[config.mk]
export PLATFORM = sky130hd
export DESIGN_NAME = instruction_fetch
export DESIGN_NICKNAME = d
export VERILOG_FILES = /design/src/rtl/fetch_pkg.sv /design/src/rtl/instruction_fetch.sv
export SDC_FILE = /design/constraint.sdc
export NUM_CORES = 1
export LEC_CHECK = 0
export ABC_AREA = 1
export BUFFER_PORTS_ARGS = -buffer_cell sky130_fd_sc_hd__buf_2
export CAP_MARGIN = 15
export CORE_MARGIN = 2
export CORE_UTILIZATION = 47
export DETAILED_ROUTE_END_ITERATION = 16
export PLACE_DENSITY = 0.78
export SETUP_SLACK_MARGIN = 0.3
export SLEW_MARGIN = 30
export SYNTH_ARGS = -nofsm -noshare
export SYNTH_HDL_FRONTEND = slang
export SYNTH_SLANG_ARGS = --single-unit
[constraint.sdc]
create_clock -name clk -period 1.4 [get_ports clk]
set_input_delay 0.14 -clock clk [delete_from_list [all_inputs] [get_ports clk]]
set_output_delay 0.14 -clock clk [all_outputs]
set_load 0.1 [all_outputs]
[src/rtl/fetch_pkg.sv]
// Shared definitions for the instruction fetch stage.
//   fetch_state_t : fetch FSM state encoding
//   FETCH_ADDR_W  : default PC / instruction-memory address width
//   FETCH_INSTR_W : default instruction word width
//   FETCH_CNT_W   : width of the optional fetch performance counter
package fetch_pkg;

  localparam int unsigned FETCH_ADDR_W  = 8;
  localparam int unsigned FETCH_INSTR_W = 16;
  localparam int unsigned FETCH_CNT_W   = 16;

  typedef enum logic [2:0] {
    StIdle,
    StReq,
    StWait,
    StDrain,
    StHold
  } fetch_state_t;

endpackage

[src/rtl/instruction_fetch.sv]
// Fetch stage sitting directly after the ProgramCounter.
// Issues one outstanding read per instruction to instruction memory, latches the returned word
// and offers it to the decoder over valid/ready. enable_increment pulses once per fetched word
// so the PC only advances after a fetch has completed.
//
// Optional build macro: FETCH_PERF_CNT_EN adds a saturating fetch_count output that counts
// accepted (valid && ready && !flush) transfers.
//
// Ports:
//   clk, reset        clock, asynchronous active-high reset
//   pc                current PC from the ProgramCounter
//   enable_increment  one-cycle pulse back to the ProgramCounter
//   mem_req/mem_addr  read request strobe and address (address is a pc pass-through)
//   mem_rdata/rvalid  read response, latency of one or more cycles
//   flush             kill held and in-flight instruction
//   instr_valid/instr/instr_pc/instr_ready   decoder handshake
//   fetch_count       (FETCH_PERF_CNT_EN only) accepted-transfer counter
module instruction_fetch
  import fetch_pkg::*;
#(
  parameter int unsigned ADDR_W  = FETCH_ADDR_W,
  parameter int unsigned INSTR_W = FETCH_INSTR_W
) (
  input  logic               clk,
  input  logic               reset,
  input  logic [ADDR_W-1:0]  pc,
  output logic               enable_increment,
  output logic               mem_req,
  output logic [ADDR_W-1:0]  mem_addr,
  input  logic [INSTR_W-1:0] mem_rdata,
  input  logic               mem_rvalid,
  input  logic               flush,
  output logic               instr_valid,
  output logic [INSTR_W-1:0] instr,
  output logic [ADDR_W-1:0]  instr_pc,
  input  logic               instr_ready
`ifdef FETCH_PERF_CNT_EN
  ,
  output logic [FETCH_CNT_W-1:0] fetch_count
`endif
);

  fetch_state_t      state_q;
  logic [ADDR_W-1:0] addr_q;

  // The request is a pure function of state; the address simply follows pc.
  assign mem_req  = (state_q == StReq);
  assign mem_addr = pc;

  always_ff @(posedge clk or posedge reset) begin
    if (reset) begin
      state_q          <= StIdle;
      addr_q           <= '0;
      instr            <= '0;
      instr_pc         <= '0;
      instr_valid      <= 1'b0;
      enable_increment <= 1'b0;
    end else begin
      enable_increment <= 1'b0;
      case (state_q)
        StIdle: begin
          instr_valid <= 1'b0;
          state_q     <= StReq;
        end
        StReq: begin
          addr_q <= pc;
          // The request has already gone out; a flush must still absorb its response.
          state_q <= flush ? StDrain : StWait;
        end
        StWait: begin
          if (flush) begin
            // Response arriving with the flush is dropped on the floor.
            state_q <= mem_rvalid ? StReq : StDrain;
          end else if (mem_rvalid) begin
            instr            <= mem_rdata;
            instr_pc         <= addr_q;
            instr_valid      <= 1'b1;
            enable_increment <= 1'b1;
            state_q          <= StHold;
          end
        end
        StHold: begin
          if (flush || instr_ready) begin
            instr_valid <= 1'b0;
            state_q     <= StReq;
          end
        end
        StDrain: begin
          // A flush here changes nothing: the orphaned response still retires the drain,
          // otherwise the stage would wait forever for a second response.
          if (mem_rvalid) begin
            state_q <= StReq;
          end
        end
        default: state_q <= StIdle;
      endcase
    end
  end

`ifdef FETCH_PERF_CNT_EN
  always_ff @(posedge clk or posedge reset) begin
    if (reset) begin
      fetch_count <= '0;
    end else if (instr_valid && instr_ready && !flush && (fetch_count != '1)) begin
      fetch_count <= fetch_count + {{(FETCH_CNT_W-1){1'b0}}, 1'b1};
    end
  end
`endif

endmodule
Word-level counts from Yosys, hierarchy flattened
Cells that the tools add are included.
{ "totals": {"output_inout_bits": 35, "reg_bits": 37, "elab_cells": 36, "input_bits": 29} }
{ "op_classes": {"n_eq_ne": 9, "bitwise": 1, "mux": 14, "n_reduce_logical": 6} }
{ "op_table": {"columns": ["operator", "n"], "rows": [
  ["$pmux 3 s5", 1],
  ["$mux 3", 4],
  ["$ne 2x2->1 const B", 4],
  ["$mux 1", 7],
  ["$eq 3x2->1 const B", 2],
  ["$reduce_and 3->1", 2],
  ["$reduce_and 4->1", 1],
  ["$eq 3x1->1 const B", 1],
  ["$eq 3x3->1 const B", 1],
  ["$logic_not 3->1", 1],
  ["$ne 3x3->1 const B", 1],
  ["$pmux 1 s3", 1],
  ["$reduce_bool 3->1", 1],
  ["$mux 2", 1],
  ["$logic_or 1x1->1", 1],
  ["$not 1->1", 1]
]} }

Depth between registers and ports, before layout
Gate-level depths: netlist of the first run.
{ "depth": {"word_depth": 3, "ltp_mapped": 9, "depth_no_buf": 8} }

Least setup slack after synthesis of the first run
OpenSTA, ideal clock, no wires.
{ "synth_path": {"path_kind": "reg2reg", "start": "register state_q[2]", "end": "register addr_q[0]", "path_slack_ns": -0.083, "required_time_ns": 1.252, "n_path_buf": 1, "arrival_time_ns": 1.334, "path_stages_with_launch": 6, "synth_period_minus_slack_ns": 1.483, "path_cell_list": "dfrtp_1 > inv_1 > nand3_2 > inv_1 > buf_2 > o21ai_0"} }
{ "synth_between": {"elab_chain_len": 1} }
{ "synth_rtl": {"columns": ["item", "line_no", "rtl"], "rows": [
  ["start: declaration", "instruction_fetch.sv:43", "fetch_state_t state_q;"],
  ["start signal: assignment", "instruction_fetch.sv:52", "state_q <= StIdle;"],
  ["start signal: assignment", "instruction_fetch.sv:63", "state_q <= StReq;"],
  ["start signal: assignment", "instruction_fetch.sv:68", "state_q <= flush ? StDrain : StWait;"],
  ["$eq 3x1->1", null, null],
  ["via mem_req", "instruction_fetch.sv:28", "output logic mem_req,"],
  ["end signal: assignment", "instruction_fetch.sv:66", "addr_q <= pc;"],
  ["end: declaration", "instruction_fetch.sv:44", "logic [ADDR_W-1:0] addr_q;"]
]} }
The timed path passes the listed nets, and every way through them passes these cells.
A chain may end at the register's enable or synchronous reset.

Worst setup path after layout of the first run
{ "layout_path": {"start": "register state_q[2]", "end": "register instr_pc[7]"} }
{ "layout_between": {"elab_chain_len": 2} }
{ "layout_rtl": {"columns": ["item", "line_no", "rtl"], "rows": [
  ["$eq 3x2->1", "instruction_fetch.sv:60", "case (state_q)"],
  ["$reduce_and 3->1 (no line)", null, null],
  ["end signal: assignment", "instruction_fetch.sv:76", "instr_pc <= addr_q;"],
  ["end: declaration", "instruction_fetch.sv:35", "output logic [ADDR_W-1:0] instr_pc,"]
]} }
No other way between the ends.

==> results of run 1 <==
-- worst register-to-register path, stage by stage, from the launching register on --
cell and delay, ns:
sky130_fd_sc_hd__dfrtp_1 0.43, sky130_fd_sc_hd__buf_6 0.15, sky130_fd_sc_hd__nor2_4 0.12, sky130_fd_sc_hd__nand2_2 0.09, sky130_fd_sc_hd__inv_4 0.09, sky130_fd_sc_hd__nand2_8 0.10, sky130_fd_sc_hd__buf_8 0.19, sky130_fd_sc_hd__o21ai_0 0.19
-- layout by cell type (no fill, tap or decap), types with 3 or more instances in the layout --
master / Yosys / final
sky130_fd_sc_hd__buf_12: 0 / 27
sky130_fd_sc_hd__buf_2: 2 / 36
sky130_fd_sc_hd__buf_4: 10 / 15
sky130_fd_sc_hd__buf_8: 0 / 3
sky130_fd_sc_hd__clkbuf_1: 0 / 3
sky130_fd_sc_hd__clkbuf_4: 0 / 5
sky130_fd_sc_hd__dfrtp_1: 37 / 18
sky130_fd_sc_hd__dfrtp_2: 0 / 19
sky130_fd_sc_hd__dlygate4sd3_1: 0 / 20
sky130_fd_sc_hd__inv_1: 12 / 10
sky130_fd_sc_hd__nand2_1: 85 / 53
sky130_fd_sc_hd__nand2_2: 2 / 24
sky130_fd_sc_hd__nand2_4: 0 / 9
sky130_fd_sc_hd__nand3_1: 8 / 5
sky130_fd_sc_hd__nand3_2: 1 / 3
sky130_fd_sc_hd__o21ai_1: 0 / 7
-- logic make-up (layout without fill, tap and decap cells) --
kind of cell           after synthesis  after routing
AO/OA/AOI/OAI                       11             11
AND/OR/NAND/NOR                    101            101
flip-flops                          37             37
buffers and inverters               29            129
-- path summary, 6_finish.rpt --
check                                        from                       to  slack, ns
max in group asynchronous                   reset  instr_pc[4]$_DFFE_PP0P_       0.63
max reg2reg                state_q[2]$_DFFE_PP0P_  instr_pc[7]$_DFFE_PP0P_      -0.07
min reg2reg                 addr_q[5]$_DFFE_PP0P_    addr_q[5]$_DFFE_PP0P_       0.51
min in group asynchronous                   reset    instr[14]$_DFFE_PP0P_       0.41
min                                         pc[0]    addr_q[0]$_DFFE_PP0P_       0.02
max                        state_q[2]$_DFFE_PP0P_  instr_pc[7]$_DFFE_PP0P_      -0.07
-- timing repair --
item	4_1_cts	5_1_grt
hold buffers	20	0
resized for setup	91	86
buffers inserted	9	8
endpoints found under the hold margin	56	0
pin swaps	0	8
setup endpoints to repair	61	63
gates cloned	2	1
-- cell type report --
class | instances | share of cell area
multi-input cells | 112 | 0.217
repair buffers | 106 | 0.401
inverters | 15 | 0.0234
well taps | 44 | 0.0187
clock buffers | 8 | 0.0166
flip-flops and latches | 37 | 0.323
-- sequential cells by signal, indices dropped and copies added (netlist names) --
| name | cells |
|---|---|
| instr | 16 |
| addr_q | 8 |
| instr_pc | 8 |
| state_q | 3 |
| enable_increment | 1 |
| instr_valid | 1 |
-- per-layer routing --
layer | GRT usage | vias to the layer above | part of all wire
met5 | 0 | - | 0
met4 | 0.0851 | 0 | 0.051
met3 | 0.0798 | 31 | 0.080
met2 | 0.487 | 126 | 0.52
met1 | 0.299 | 841 | 0.35
li1 | - | 730 | -
-- metrics by stage --
step	setup slack [ns]	util
floorplan	0.208	-
global placement	0.164	0.605
detailed placement	0.136	0.605
CTS	0.0483	0.828
global route	-0.0987	0.948
finish	-0.0742	0.948
==> results_dict.tcl, run 1 <==
set metrics [dict create \
    tritonroute_pass_1_iters 4 \
    yosysSeqAreaShare 0.595 \
    fmax_mhz 678 \
    required_ns 1.66 \
    design.final.nets 306 \
    synth.ff_latch_count 37 \
    critical_path.endpoint_type "flop" \
    groute.usage.overall 0.268 \
    placed_cells 274 \
    synth.cell_area_mm2 0.00156 \
    synthesis.instances 178 \
    cp.depth 7 \
    dominantRegCellSynth "sky130_fd_sc_hd__dfrtp_1" \
    critPathMaxFanout 8 \
    cells_on_worst_hold_path 3 \
    dieHeight_um 61.5 \
    via_per_inst 5.37 \
    detailed_place.area_mm2 0.00188 \
    clk_latency_ns 0.37 \
    detail_route.iter0.violations 132 \
    max_slew_margin 0.677 \
    yosys.area_share.xor_xnor 0 \
    dieArea_mm2 0.00379 \
    synth.area.top_cells "sky130_fd_sc_hd__dfrtp_1, sky130_fd_sc_hd__nand2_1, sky130_fd_sc_hd__buf_4, sky130_fd_sc_hd__inv_1, sky130_fd_sc_hd__nand3_1" \
    leading_cell_type_by_number_of_instances_after_synthesis "sky130_fd_sc_hd__nand2_1" \
    worst_hold_path_type "in2reg" \
    synth-simple-area-share 0.264 \
    fillCellCount 84 \
    postRouteWirelength_mm 6.82 \
    multiplexer_area_fraction_after_synthesis 0 \
    cts-htree-levels 2 \
    rows 20 \
    synth_largest_area_cell "sky130_fd_sc_hd__dfrtp_1" \
    floorplan.core_area_mm2 0.00310 \
    top_level_ports 64 \
    dieWidth_um 61.5 \
    proportion_of_netlist_area_held_by_the_largest_area_contributor 0.595 \
    synth_warnings 0 \
    synth_compound_area_frac 0.0354 \
    drc 0 \
    cts-root-buf "sky130_fd_sc_hd__clkbuf_4" \
    grt_antenna_before_repair 0 \
    critPathMaxStageDelay_ns 0.43 \
    critical_path.slowest_cell "sky130_fd_sc_hd__dfrtp_1" \
    layout.cell_area.non_filler_mm2 0.00294 \
    worstRegToRegCells 7 \
    rsz0062_at_grt "yes" \
    ff_latch_area_um2 950 \
    max-clock-path-buffers 2 \
    synth-edff-count 0 \
    skew_ns 0.0166 \
    grt_pass1_vias 1543 \
    outcome "complete, but fails checks" \
    grt_first_pass_wirelength_mm 7.10 \
    clock_sinks 37 \
    synthesis.nets 207 \
    tightest_slew_ns 0.483 \
    area_growth_pct 89.1 \
    layout_setup_ws_ns -0.0742 \
    worst-endpoint-arrival_ns 1.74 \
    combinational_family_with_the_most_area_after_synthesis "simple AND/OR/NAND/NOR gates" \
    grt_overflow 0 \
    antenna-diode-count 0 \
    slew_violations 0 \
    multi_input_comb_area_um2 639 \
    path_class "reg2reg" \
    finalHoldViolations 0 \
    timing.critical_path.buf_inv 3 \
    buffer_ports.inserted 63 \
    remaining_antenna_violation_count 0 \
    layout-drive-gt1-share 0.561 \
    timing.final.crit_share 1.05 \
    path_cells "buf_6 > nor2_4 > nand2_2 > inv_4 > nand2_8 > buf_8 > o21ai_0" \
    dr_total_vias 1728 \
    timing.critical_path.max_delay_family "flip-flops" \
    setup_total_negative_slack_ns -0.494 \
    layout.cells.non_filler 322 \
    worstSetupStartpointType "flop" \
    largest_net_degree_at_the_start_of_global_routing 38 \
    post_synth.cell_area_avg_um2 8.74 \
    place_hpwl_mm 2.18 \
    synth_cell_type_count 15 \
    async_flop_share 1.00 \
    cts_tree "built" \
    initial_utilization 0.502 \
    final-setup-viol-count 17 \
    cts.clk_slew.worst_paths_ns 0.12 \
    place_congestion 0.865 \
    post_synth_fa_ha_maj_area_fraction 0 \
    maxCapViolations 0 \
    fin_hold_ws_ns 0.0174 \
    timing.final.crit_period_ns 1.47 \
    failed_checks "negative setup slack" \
    route.detailed.wl_per_inst_um 21.2 \
    synth_commonest_cells "sky130_fd_sc_hd__nand2_1, sky130_fd_sc_hd__dfrtp_1, sky130_fd_sc_hd__inv_1, sky130_fd_sc_hd__buf_4" \
    cts_inserted_buffers 5 \
]
Power of run 1 is left out: the tool's default activity adds up to more than one toggle a clock period on the data nets, which glitch-free logic cannot reach.
==> run 2, diff against run 1 <==
- CELL_PAD_IN_SITES_DETAIL_PLACEMENT: default -> 0
- CELL_PAD_IN_SITES_GLOBAL_PLACEMENT: default -> 1
- CORE_UTILIZATION: 47 -> 34
- PLACE_DENSITY: 0.78 -> default
- PLACE_DENSITY_LB_ADDON: default -> 0.1
==> results_dict.tcl, run 2 (synthesized netlist as in run 1, its figures left out) <==
set metrics [dict create \
    drc 0 \
    critical_path.endpoint_type "flop" \
    worst_hold_path_type "in2reg" \
    top_level_ports 64 \
    critPathMaxFanout 7 \
    fmax_mhz 762 \
    grt_pass1_vias 1310 \
    design.final.nets 285 \
    floorplan.core_area_mm2 0.00438 \
    worstSetupStartpointType "flop" \
    grt_antenna_before_repair 0 \
    placed_cells 284 \
    dieArea_mm2 0.00514 \
    cts.clk_slew.worst_paths_ns 0.08 \
    clk_latency_ns 0.28 \
    cells_on_worst_hold_path 3 \
    place_congestion 0.834 \
    layout-drive-gt1-share 0.630 \
    clock_sinks 37 \
    tightest_slew_ns 0.485 \
    slew_violations 0 \
    max_slew_margin 0.679 \
    postRouteWirelength_mm 4.15 \
    place_hpwl_mm 2.41 \
    cts-htree-levels 2 \
    grt_overflow 0 \
    worstRegToRegCells 7 \
    dieHeight_um 71.7 \
    route.detailed.wl_per_inst_um 13.4 \
    via_per_inst 4.45 \
    detail_route.iter0.violations 50 \
    largest_net_degree_at_the_start_of_global_routing 38 \
    largest_registers "instr: 16 flops, addr_q: 8 flops, instr_pc: 8 flops" \
    reg2reg_to "instr_pc[7]$_DFFE_PP0P_" \
    skew_ns 0.00365 \
    reg2reg_slack_ns 0.09 \
    required_ns 1.58 \
    dr_total_vias 1375 \
    largest_register_ff_count 16 \
    whs_endpoint "instr[4]$_DFFE_PP0P_" \
    outcome "finished clean" \
    path_class "reg2reg" \
    setup_total_negative_slack_ns 0 \
    cts-root-buf "sky130_fd_sc_hd__clkbuf_8" \
    layout_commonest_cell "sky130_fd_sc_hd__nand2_1" \
    buffer_ports.inserted 63 \
    timing.final.crit_share 0.937 \
    timing.final.crit_period_ns 1.31 \
    rsz0062_at_grt "yes" \
    cts_tree "built" \
    antenna-diode-count 0 \
    finalHoldViolations 0 \
    cts_inserted_buffers 5 \
    fillCellCount 351 \
    final-setup-viol-count 0 \
    layout.cells.non_filler 309 \
    grt_first_pass_wirelength_mm 6.13 \
    tritonroute_pass_1_iters 4 \
    max_flop_register "instr" \
    remaining_antenna_violation_count 0 \
    dieWidth_um 71.7 \
    hold_start "mem_rdata[4]" \
    initial_utilization 0.355 \
    worstReg2RegStart "state_q[2]$_DFFE_PP0P_" \
    most-common-layout-cells "sky130_fd_sc_hd__nand2_1, sky130_fd_sc_hd__buf_2, sky130_fd_sc_hd__nand2_2" \
    area_growth_pct 72.2 \
    groute.usage.overall 0.156 \
    max-clock-path-buffers 2 \
    worst-endpoint-arrival_ns 1.49 \
    rows 24 \
    maxCapViolations 0 \
]
[run 2: cell types whose count changed in the layout (fill, tap and decap cells not counted), sizes merged]
| cell | change |
|---|---|
| dlygate4sd3 | -19 |
| buf | -2 |
| clkinv | +1 |
| bufinv | +2 |
| clkbuf | -3 |
[run 2: what timing repair did]
| item | CTS | global route |
|---|---|---|
| setup buffers | 7 | 5 |
| setup endpoints to repair | 56 | 54 |
| hold endpoints to repair | 37 | 0 |
| resized for setup | 59 | 79 |
| cloned | 3 | 1 |
| hold buffers | 1 | 0 |
| pin swaps | 8 | 14 |
[run 2: worst max-delay path: stages (launching register included)]
cell and delay (ns):
sky130_fd_sc_hd__dfrtp_2 0.44, sky130_fd_sc_hd__nor2_4 0.17, sky130_fd_sc_hd__nand2_4 0.08, sky130_fd_sc_hd__inv_4 0.08, sky130_fd_sc_hd__nand2_8 0.12, sky130_fd_sc_hd__clkbuf_16 0.21
sky130_fd_sc_hd__nand2_1 0.05, sky130_fd_sc_hd__o21ai_1 0.05
[run 2: layer usage]
layer	vias up	global-route usage	wire (um)
met5	-	0	0
met4	0	0.0566	70
met3	6	0.0563	236
met2	44	0.261	2130
met1	634	0.183	1710
li1	691	-	-
[run 2: how the worst max path moves through the flow]
stage | start | to | slack (ns) | cells after the start
detailed placement | state_q[1]$_DFFE_PP0P_ | instr[9]$_DFFE_PP0P_ | 0.08 | 8
global route | state_q[2]$_DFFE_PP0P_ | mem_req | 0.05 | 4
global placement | state_q[2]$_DFFE_PP0P_ | instr[3]$_DFFE_PP0P_ | 0.17 | 7
floorplan | state_q[1]$_DFFE_PP0P_ | instr[0]$_DFFE_PP0P_ | 0.21 | 9
CTS | state_q[2]$_DFFE_PP0P_ | mem_req | 0.10 | 4
finish | state_q[2]$_DFFE_PP0P_ | instr_pc[7]$_DFFE_PP0P_ | 0.09 | 7
[run 2: area by class of cell]
type / count / area (um^2) / share of cell area
Clock inverter: 3 / 65.1 / 0.0243
Clock buffer: 5 / 68.8 / 0.0257
Tap cell: 52 / 65.1 / 0.0243
Sequential cell: 37 / 951 / 0.355
Multi-Input combinational cell: 112 / 674 / 0.252
Timing Repair Buffer: 85 / 787 / 0.294
Inverter: 15 / 68.8 / 0.0257
[run 2: through the flow]
step / area, um^2 / worst slack (ns) / utilization / hold WS (ns)
2_1_floorplan: 1590 / 0.208 / - / 0.250
3_3_place_gp: 1900 / 0.173 / 0.434 / 0.271
3_5_place_dp: 1900 / 0.0844 / 0.434 / 0.285
4_1_cts: 2340 / 0.104 / 0.535 / 0.0373
5_1_grt: 2680 / 0.0540 / 0.611 / 0.0463
6_report: 2680 / 0.0876 / 0.611 / 0.0530
Power of run 2 is left out for the same reason.
==> run 3, diff against run 2 <==
- CELL_PAD_IN_SITES_DETAIL_PLACEMENT: 0 -> 1
==> results_dict.tcl, run 3 (synthesized netlist as in run 1, its figures left out) <==
set metrics [dict create \
    layout_commonest_cell "sky130_fd_sc_hd__nand2_1" \
    drc 0 \
    top_level_ports 64 \
    via_per_inst 4.69 \
    placed_cells 284 \
    grt_antenna_before_repair 0 \
    dieHeight_um 71.7 \
    buffer_ports.inserted 63 \
    critPathMaxStageDelay_ns 0.44 \
    clock_sinks 37 \
    clk_latency_ns 0.29 \
    worstRegToRegCells 7 \
    cts-root-buf "sky130_fd_sc_hd__clkbuf_8" \
    timing.final.crit_share 0.918 \
    grt_first_pass_wirelength_mm 7.20 \
    design.final.nets 280 \
    remaining_antenna_violation_count 0 \
    grt_overflow 0 \
    most-common-layout-cells "sky130_fd_sc_hd__nand2_1, sky130_fd_sc_hd__buf_2, sky130_fd_sc_hd__buf_6" \
    reg2reg_to "instr[14]$_DFFE_PP0P_" \
    maxCapViolations 0 \
    worstSetupStartpointType "flop" \
    timing.final.crit_period_ns 1.28 \
    worst_hold_path_type "in2reg" \
    place_congestion 0.834 \
    dr_total_vias 1425 \
    largest_net_degree_at_the_start_of_global_routing 38 \
    cts-htree-levels 2 \
    fmax_mhz 778 \
    cts.clk_slew.worst_paths_ns 0.07 \
    largest_registers "instr: 16 flops, addr_q: 8 flops, instr_pc: 8 flops" \
    fillCellCount 507 \
    layout.cells.non_filler 304 \
    groute.usage.overall 0.181 \
    area_growth_pct 52.7 \
    worstReg2RegStart "state_q[2]$_DFFE_PP0P_" \
    largest_register_ff_count 16 \
    reg2reg_slack_ns 0.12 \
    rsz0062_at_grt "yes" \
    setup_total_negative_slack_ns 0 \
    path_cells "inv_2 > nand3_4 > inv_4 > buf_12" \
    slew_violations 0 \
    outcome "finished clean" \
    dieWidth_um 71.7 \
    postRouteWirelength_mm 4.48 \
    worst-endpoint-arrival_ns 1.14 \
    cts_inserted_buffers 5 \
    final-setup-viol-count 0 \
    floorplan.core_area_mm2 0.00438 \
    layout-drive-gt1-share 0.488 \
    required_ns 1.26 \
    critical_path.slowest_cell "sky130_fd_sc_hd__dfrtp_2" \
    tightest_slew_ns 0.486 \
    max-clock-path-buffers 2 \
    critical_path.endpoint_type "output pin" \
    detail_route.iter0.violations 39 \
    max_slew_margin 0.676 \
    whs_endpoint "instr[4]$_DFFE_PP0P_" \
    antenna-diode-count 0 \
    dieArea_mm2 0.00514 \
    skew_ns 0.00490 \
    finalHoldViolations 0 \
    fin_hold_ws_ns 0.0510 \
    rows 24 \
    tritonroute_pass_1_iters 2 \
    critPathMaxFanout 3 \
    hold_start "mem_rdata[4]" \
    cts_tree "built" \
    place_hpwl_mm 2.94 \
    route.detailed.wl_per_inst_um 14.7 \
    grt_pass1_vias 1480 \
    path_class "reg2out" \
    initial_utilization 0.355 \
    max_flop_register "instr" \
    cells_on_worst_hold_path 3 \
]
-- run 3: cell types whose count changed in the layout (fill, tap and decap cells not counted), moves of 3 or more --
cell	delta
sky130_fd_sc_hd__nand2_1	+23
sky130_fd_sc_hd__nand3_2	-3
sky130_fd_sc_hd__nand3_1	+4
sky130_fd_sc_hd__nand2_4	-10
sky130_fd_sc_hd__nand2_2	-13
-- run 3: what timing repair did --
action | in CTS | in global routing
setup endpoints to repair | 58 | 53
pin swaps | 6 | 1
buffers inserted | 4 | 5
endpoints found under the hold margin | 37 | 0
resized for setup | 60 | 23
gates cloned | 2 | 0
hold buffers | 1 | 0
-- run 3: worst max-delay path by stage --
| stage | start | end | slack, ns | cells after the start |
|---|---|---|---|---|
| floorplan | state_q[1]$_DFFE_PP0P_ | instr[0]$_DFFE_PP0P_ | 0.21 | 9 |
| global placement | state_q[2]$_DFFE_PP0P_ | instr[3]$_DFFE_PP0P_ | 0.17 | 7 |
| detailed placement | state_q[1]$_DFFE_PP0P_ | instr[7]$_DFFE_PP0P_ | 0.07 | 8 |
| CTS | state_q[2]$_DFFE_PP0P_ | mem_req | 0.1 | 4 |
| global route | state_q[2]$_DFFE_PP0P_ | mem_req | 0.06 | 4 |
| finish | state_q[2]$_DFFE_PP0P_ | mem_req | 0.12 | 4 |
-- run 3: final cells by class --
class / count / area, um^2 / area share
multi-input combinational: 112 / 524 / 0.221
sequential: 37 / 948 / 0.399
inverter: 15 / 68.8 / 0.0290
tap: 52 / 65.1 / 0.0274
timing repair buffer: 80 / 679 / 0.286
clock buffer: 8 / 90.1 / 0.0379
-- run 3: per-stage QoR --
step | util | area [um^2] | setup WS (ns)
floorplan | - | 1590 | 0.208
global placement | 0.434 | 1900 | 0.173
detailed placement | 0.434 | 1900 | 0.0708
CTS | 0.516 | 2260 | 0.0988
global route | 0.542 | 2380 | 0.0617
finish | 0.542 | 2380 | 0.115
-- run 3: worst max-delay path: cells and delay by family, from the launching register on --
kind	cells	cell delay [ns]
AND/OR/NAND/NOR	1	0.08
buffers and inverters	3	0.34
flip-flops	1	0.44
-- run 3: per-layer routing --
metal | track usage | vias to the layer above | share of wire
met4 | 0.0818 | 0 | 0.022
met3 | 0.0492 | 10 | 0.050
met5 | 0 | - | 0
li1 | - | 678 | -
met1 | 0.222 | 694 | 0.41
met2 | 0.298 | 43 | 0.52
Power of run 3 is left out for the same reason.
